<file path="src/rtl/adc_fifo_pkg.sv">
// Shared constants and width helpers for the ADC result FIFO slice.
// Optional feature macro used by this slice: ADC_FIFO_IRQ_EN.
package adc_fifo_pkg;

  localparam int unsigned DEPTH_DEF = 8;
  localparam int unsigned WIDTH_DEF = 16;
  localparam int unsigned LEVEL_W   = $clog2(DEPTH_DEF) + 1;
  localparam int unsigned PTR_W     = $clog2(DEPTH_DEF);

  function automatic int unsigned ptr_width(input int unsigned depth);
    return (depth > 1) ? $clog2(depth) : 1;
  endfunction

  function automatic int unsigned level_width(input int unsigned depth);
    return $clog2(depth) + 1;
  endfunction

endpackage

</file>
<file path="src/rtl/adc_result_fifo_if.sv">
// Result push stream and FWFT valid/ready read stream of the ADC result FIFO.
// master = oversampler + reader side, slave = FIFO.
interface adc_result_fifo_if
  import adc_fifo_pkg::*;
#(
  parameter int unsigned WIDTH = WIDTH_DEF
);
  logic [WIDTH-1:0] result_in;
  logic             result_strobe_in;
  logic [WIDTH-1:0] rd_data_out;
  logic             rd_valid_out;
  logic             rd_ready_in;

  modport master (
    output result_in, result_strobe_in, rd_ready_in,
    input  rd_data_out, rd_valid_out
  );

  modport slave (
    input  result_in, result_strobe_in, rd_ready_in,
    output rd_data_out, rd_valid_out
  );
endinterface

</file>
<file path="src/rtl/adc_fifo_mem.sv">
// DEPTH x WIDTH register array: one synchronous write port, one asynchronous read port.
module adc_fifo_mem
  import adc_fifo_pkg::*;
#(
  parameter int unsigned DEPTH = DEPTH_DEF,
  parameter int unsigned WIDTH = WIDTH_DEF,
  parameter int unsigned AW    = ptr_width(DEPTH)
) (
  input  logic             clk,
  input  logic             we,
  input  logic [AW-1:0]    waddr,
  input  logic [WIDTH-1:0] wdata,
  input  logic [AW-1:0]    raddr,
  output logic [WIDTH-1:0] rdata
);
  logic [WIDTH-1:0] mem [DEPTH];

  always_ff @(posedge clk) begin
    if (we) mem[waddr] <= wdata;
  end

  assign rdata = mem[raddr];
endmodule

</file>
<file path="src/rtl/adc_result_fifo.sv">
// First-word-fall-through FIFO for oversampled ADC results with sticky overflow.
// ADC_FIFO_IRQ_EN adds threshold_in / irq_out (level threshold or overflow interrupt).
module adc_result_fifo
  import adc_fifo_pkg::*;
#(
  parameter int unsigned DEPTH = DEPTH_DEF,
  parameter int unsigned WIDTH = WIDTH_DEF
) (
  input  logic                          clk,
  input  logic                          rst,
  adc_result_fifo_if.slave              fifo_if,
  input  logic                          flush_in,
  output logic [level_width(DEPTH)-1:0] level_out,
  output logic                          overflow_out,
  input  logic                          overflow_clr_in
`ifdef ADC_FIFO_IRQ_EN
  ,
  input  logic [level_width(DEPTH)-1:0] threshold_in,
  output logic                          irq_out
`endif
);
  localparam int unsigned PW = ptr_width(DEPTH);
  localparam int unsigned LW = level_width(DEPTH);

  logic [PW-1:0]    wr_ptr, rd_ptr;
  logic [LW-1:0]    level, level_nxt;
  logic             valid;
  logic             ovf, ovf_nxt;
  logic             full, push, pop, drop;
  logic [WIDTH-1:0] head;

  // Flush masks both push and pop; a push into a full FIFO is legal only with a pop.
  always_comb begin
    full      = (level == LW'(DEPTH));
    pop       = valid & fifo_if.rd_ready_in & ~flush_in;
    push      = fifo_if.result_strobe_in & (~full | pop) & ~flush_in;
    drop      = fifo_if.result_strobe_in & full & ~pop & ~flush_in;
    level_nxt = level;
    if (flush_in)        level_nxt = '0;
    else if (push & ~pop) level_nxt = level + LW'(1);
    else if (pop & ~push) level_nxt = level - LW'(1);
    ovf_nxt = ovf;
    if (drop)                 ovf_nxt = 1'b1;
    else if (overflow_clr_in) ovf_nxt = 1'b0;
  end

  always_ff @(posedge clk) begin
    if (rst) begin
      wr_ptr <= '0;
      rd_ptr <= '0;
      level  <= '0;
      valid  <= 1'b0;
      ovf    <= 1'b0;
    end else begin
      if (flush_in) begin
        wr_ptr <= '0;
        rd_ptr <= '0;
      end else begin
        if (push) wr_ptr <= wr_ptr + PW'(1);
        if (pop)  rd_ptr <= rd_ptr + PW'(1);
      end
      level <= level_nxt;
      valid <= (level_nxt != '0);
      ovf   <= ovf_nxt;
    end
  end

`ifdef ADC_FIFO_IRQ_EN
  // Registered from next-state values so irq_out lines up with level_out/overflow_out.
  always_ff @(posedge clk) begin
    if (rst) irq_out <= 1'b0;
    else     irq_out <= ((threshold_in != '0) && (level_nxt >= threshold_in)) || ovf_nxt;
  end
`endif

  adc_fifo_mem #(
    .DEPTH (DEPTH),
    .WIDTH (WIDTH)
  ) u_mem (
    .clk   (clk),
    .we    (push & ~rst),
    .waddr (wr_ptr),
    .wdata (fifo_if.result_in),
    .raddr (rd_ptr),
    .rdata (head)
  );

  assign fifo_if.rd_data_out  = valid ? head : '0;
  assign fifo_if.rd_valid_out = valid;
  assign level_out            = level;
  assign overflow_out         = ovf;
endmodule
</file>
<file path="src/flat_wrapper.sv">
// flat-port wrapper written by rule: the top's interface ports become plain ports
module adc_result_fifo_flat import adc_fifo_pkg::*;
#(
  parameter int unsigned DEPTH = DEPTH_DEF,
  parameter int unsigned WIDTH = WIDTH_DEF
)
  (clk, rst, flush_in, level_out, overflow_out, overflow_clr_in, fifo_if_result_in, fifo_if_result_strobe_in, fifo_if_rd_ready_in, fifo_if_rd_data_out, fifo_if_rd_valid_out);
  adc_result_fifo_if #(.WIDTH(WIDTH)) fifo_if_i ();
  input  logic clk;
  input  logic rst;
  input  logic flush_in;
  output logic [level_width(DEPTH)-1:0] level_out;
  output logic overflow_out;
  input  logic overflow_clr_in;
  input wire logic [$bits(fifo_if_i.result_in)-1:0] fifo_if_result_in;
  input wire logic [$bits(fifo_if_i.result_strobe_in)-1:0] fifo_if_result_strobe_in;
  input wire logic [$bits(fifo_if_i.rd_ready_in)-1:0] fifo_if_rd_ready_in;
  output wire logic [$bits(fifo_if_i.rd_data_out)-1:0] fifo_if_rd_data_out;
  output wire logic [$bits(fifo_if_i.rd_valid_out)-1:0] fifo_if_rd_valid_out;
  assign fifo_if_i.result_in = fifo_if_result_in;
  assign fifo_if_i.result_strobe_in = fifo_if_result_strobe_in;
  assign fifo_if_i.rd_ready_in = fifo_if_rd_ready_in;
  assign fifo_if_rd_data_out = fifo_if_i.rd_data_out;
  assign fifo_if_rd_valid_out = fifo_if_i.rd_valid_out;
  adc_result_fifo #(.DEPTH(DEPTH), .WIDTH(WIDTH)) u_core (.clk(clk), .rst(rst), .fifo_if(fifo_if_i), .flush_in(flush_in), .level_out(level_out), .overflow_out(overflow_out), .overflow_clr_in(overflow_clr_in));
endmodule
</file>
<file path="config.mk">
export PLATFORM = sky130hd
export DESIGN_NAME = adc_result_fifo_flat
export DESIGN_NICKNAME = d
export VERILOG_FILES = /design/src/rtl/adc_fifo_pkg.sv /design/src/rtl/adc_result_fifo_if.sv /design/src/rtl/adc_fifo_mem.sv /design/src/rtl/adc_result_fifo.sv /design/src/flat_wrapper.sv
export SDC_FILE = /design/constraint.sdc
export NUM_CORES = 1
export LEC_CHECK = 0
export CORE_ASPECT_RATIO = 1.1
export CORE_UTILIZATION = 25
export CTS_CLUSTER_DIAMETER = 150
export DETAILED_ROUTE_END_ITERATION = 7
export PLACE_DENSITY = 0.52
export SLEW_MARGIN = 5
export SYNTH_ARGS = -nofsm -noshare
export SYNTH_HDL_FRONTEND = slang
export SYNTH_SLANG_ARGS = --single-unit
export TNS_END_PERCENT = 30
</file>
<file path="constraint.sdc">
create_clock -name clk -period 3.1 [get_ports clk]
set_input_delay 0.62 -clock clk [delete_from_list [all_inputs] [get_ports clk]]
set_output_delay 0.62 -clock clk [all_outputs]
set_load 0.01 [all_outputs]
</file>
==> results.cfg <==
[status]
status = complete, no violations

[worst_setup_path]
cpLargestDelayFamily = multiplexers
path_buf_inv = 2
critPathKind = flop to primary output
slowest_stage = mux4_2
crit_chain = buf_12 -> mux4_2 -> mux2i_1 -> nor2b_1 -> clkdlybuf4s50_1
cp.arrival_ps = 2330
path_depth = 5
critPathRequiredTime_ps = 2480
crit_path_start_kind = flop
reg2reg_depth = 7
cp_slowest_stage_delay_ps = 520
crit_fanout = 16
setup.worst_path.end_class = primary output

[clock_tree]
cts_buffers = 17
clkSlewWorstSetupHoldPaths_ps = 50
tritoncts = built
hold_buffers = 0
root_buffer = clkbuf_16
htreeDepth = 4
clkSinkCount = 143
post_cts_buffers = 0
clock_path_buffers = 2
clock_latency_ps = 420

[yosys]
synth_compound_area_share_pct = 1.949
synth_most_common_cell = edfxtp_1
muxShareOfSynthArea_pct = 15.59
yosys.area_share.adder_pct = 1.107
ys_types = 33
yosysTopAreaCellShare_pct = 68.04
netlist_area_sq_mm = 0.005649
yosys-top-cells-area = edfxtp_1 68%, mux4_2 13%, dfxtp_1 5.3%
synth_nets = 320
synth_edf_count = 128
syn_inst = 293
synth-main-ff-cell = edfxtp_1
synth_top_family_by_area = multiplexers
synth-seq-cells = 143
avgSynthCellArea_sq_um = 19.28
synth_xor_area_share_pct = 0.7752
synthTopCellsByCount = 128 x edfxtp_1, 32 x mux4_2, 17 x nor2b_1, 16 x mux2i_1, 16 x nor2_1
ys_async_sr_fraction_pct = 0
synth_top_cell_by_area = edfxtp_1
ys_seq_area_share_pct = 73.36
synth.yosys.warnings = 0
yosys.area_share.simple_pct = 6.091

[placed_design]
portBuffers = 43
place_congestion = 0.7634
hpwlAfterDp_mm = 6.963

[hold_path]
worst_hold_path_type = flop to flop
whs_path_depth = 2

[flow_run]
maxCapViolCount = 0

[power_and_ir_drop]
seqPwrFrac_pct = 50.6
switching_share_pct = 19.82
p_clk_share_pct = 45.4
internal_power_w = 0.003355
netSwitchingPower_w = 0.0008292
p_leak_nw = 2.181
power_density_mw_per_mm2 = 586.7
comb_power_share_pct = 4.0
ir_worst_vdd_uv = 431.5

[sta]
finalCritPeriodShare_pct = 95.31
fin_crit_ps = 2955
finClkSkew_ps = 6.556
worst_pin_slew_ps = 597.5
maxSlewViolCount = 0
timing.hold.ws_ps = 488.5
max_freq_mhz = 338.4
slew_headroom_pct = 60.11
hold_viol = 0
finalSetupViolations = 0
rsz0062_at_grt = false

[die]
coreArea_sq_mm = 0.02211
dieArea_sq_mm = 0.02320
initial_core_util_pct = 25.55
rows = 57
die_y_microns = 159.7
die_x_microns = 145.3
io_pins = 44

[layout]
fill_cells = 2137
n_antenna_cell = 0
syn_to_final_growth_pct = 26.25
nNetsFinal = 384
drive_gt1_share_pct = 21.47
final_util_pct = 32.26

[global_routing]
grt.total_usage_pct = 10.36
grt-ovfl-total = 0
grt_pass1_wl_mm = 17.82
grt_pass1_vias = 3140
grt_max_degree = 33
antenna_found_initial = 0

[route]
dr.first_iter.drc_count = 128
avgViaCountPerCell = 4.284
vias = 2840
totalWireLength_mm = 11.37
drc = 0
wl_per_cell_microns = 17.14
ant_nets = 0
dr.pass1.iters = 4
[tightest hold or removal path, delay by kind of cell (launching register included)]
family	cells	cell delay, ps
simple gates	1	60
compound gates	1	50
flops	1	330
[stage by stage]
stage          setup WS, ps  std cells  setup TNS, ps  cell area (sq um)  power, W
6_report              145.3        663              0               7132  0.004184
5_1_grt             0.08304        663              0               7132  0.004328
4_1_cts               68.38        662              0               7103  0.004234
3_5_place_dp          389.6        632              0               6554  0.002325
3_3_place_gp          465.7        632              0               6554  0.002322
2_1_floorplan        -228.9        293          -3662               5655  0.002226
[logic make-up (layout without fill, tap and decap cells)]
group,Yosys count,after routing
compound gates,15,15
xor+xnor,5,5
fa+ha+maj,5,5
buf+inv,15,90
flops,143,143
mux,48,48
simple gates,62,62
[registers in the layout, indices dropped and copies added, names as in the netlist, named ones only]
| name | cells |
|---|---|
| u_core.fifo_if.rd_valid_out | 1 |
| u_core.level_out | 4 |
| u_core.overflow_out | 1 |
| u_core.rd_ptr | 3 |
| u_core.u_mem.mem | 128 |
| u_core.wr_ptr | 3 |
[worst paths after layout]
kind	start	to	slack, ps
max	flop	fifo_if_rd_data_out[7]	150
min reg2reg	u_core.wr_ptr[0]	u_core.wr_ptr[0]	490
min	u_core.wr_ptr[0]	u_core.wr_ptr[0]	490
max reg2reg	u_core.level_out[0]	u_core.u_mem.mem[1][7]	790
[cell type report]
type,instances,area [sq um],area share [%]
Timing Repair Buffer,57,590.6,8.281
Inverter,3,11.26,0.1579
Sequential cell,143,4145,58.12
Multi-Input combinational cell,135,1466,20.56
Clock inverter,13,123.9,1.737
Clock buffer,17,425.4,5.965
Tap cell,295,369.1,5.175
[power groups by stage]
stage	clock network, W	registers [W]	logic [W]
after floorplan	0	0.00216	0.0000690
after global placement	0	0.00216	0.000167
after detailed placement	0	0.00216	0.000170
after CTS	0.00195	0.00212	0.000170
after global routing	0.00203	0.00212	0.000184
final	0.00190	0.00212	0.000168
[what timing repair did]
item                                    CTS  global route
endpoints found under the hold margin     0             0
endpoints found under the setup margin    0             2
gates resized for setup                   0             1
[layer usage]
| metal | share of wire, % | GRT usage [%] | vias up | wire, microns |
|---|---|---|---|---|
| met5 | 0 | 0 | - | 0 |
| met2 | 52 | 17.99 | 58 | 5931 |
| met4 | 1.6 | 3.876 | 0 | 181 |
| met3 | 3.4 | 3.257 | 17 | 384 |
| li1 | - | - | 1296 | - |
| met1 | 43 | 11.95 | 1469 | 4867 |
[cell usage in the layout (no fill, tap or decap), drive strengths merged, types with 2 or more instances in the layout]
master and n:
nand3b 2, xnor2 3, mux4 32, and2 2, o21ai 2, dfxtp 15, nor4 2, buf 13
bufinv 2, nand3 3, xor2 2, ha 5, clkbuf 18, nor2 16, clkdlybuf4s50 43, edfxtp 128
mux2i 16, a21oi 6, nor2b 17, nand2 13, clkinv 10, a21o 2, a31oi 2, inv 4
Power figures use the tool's default switching activity.
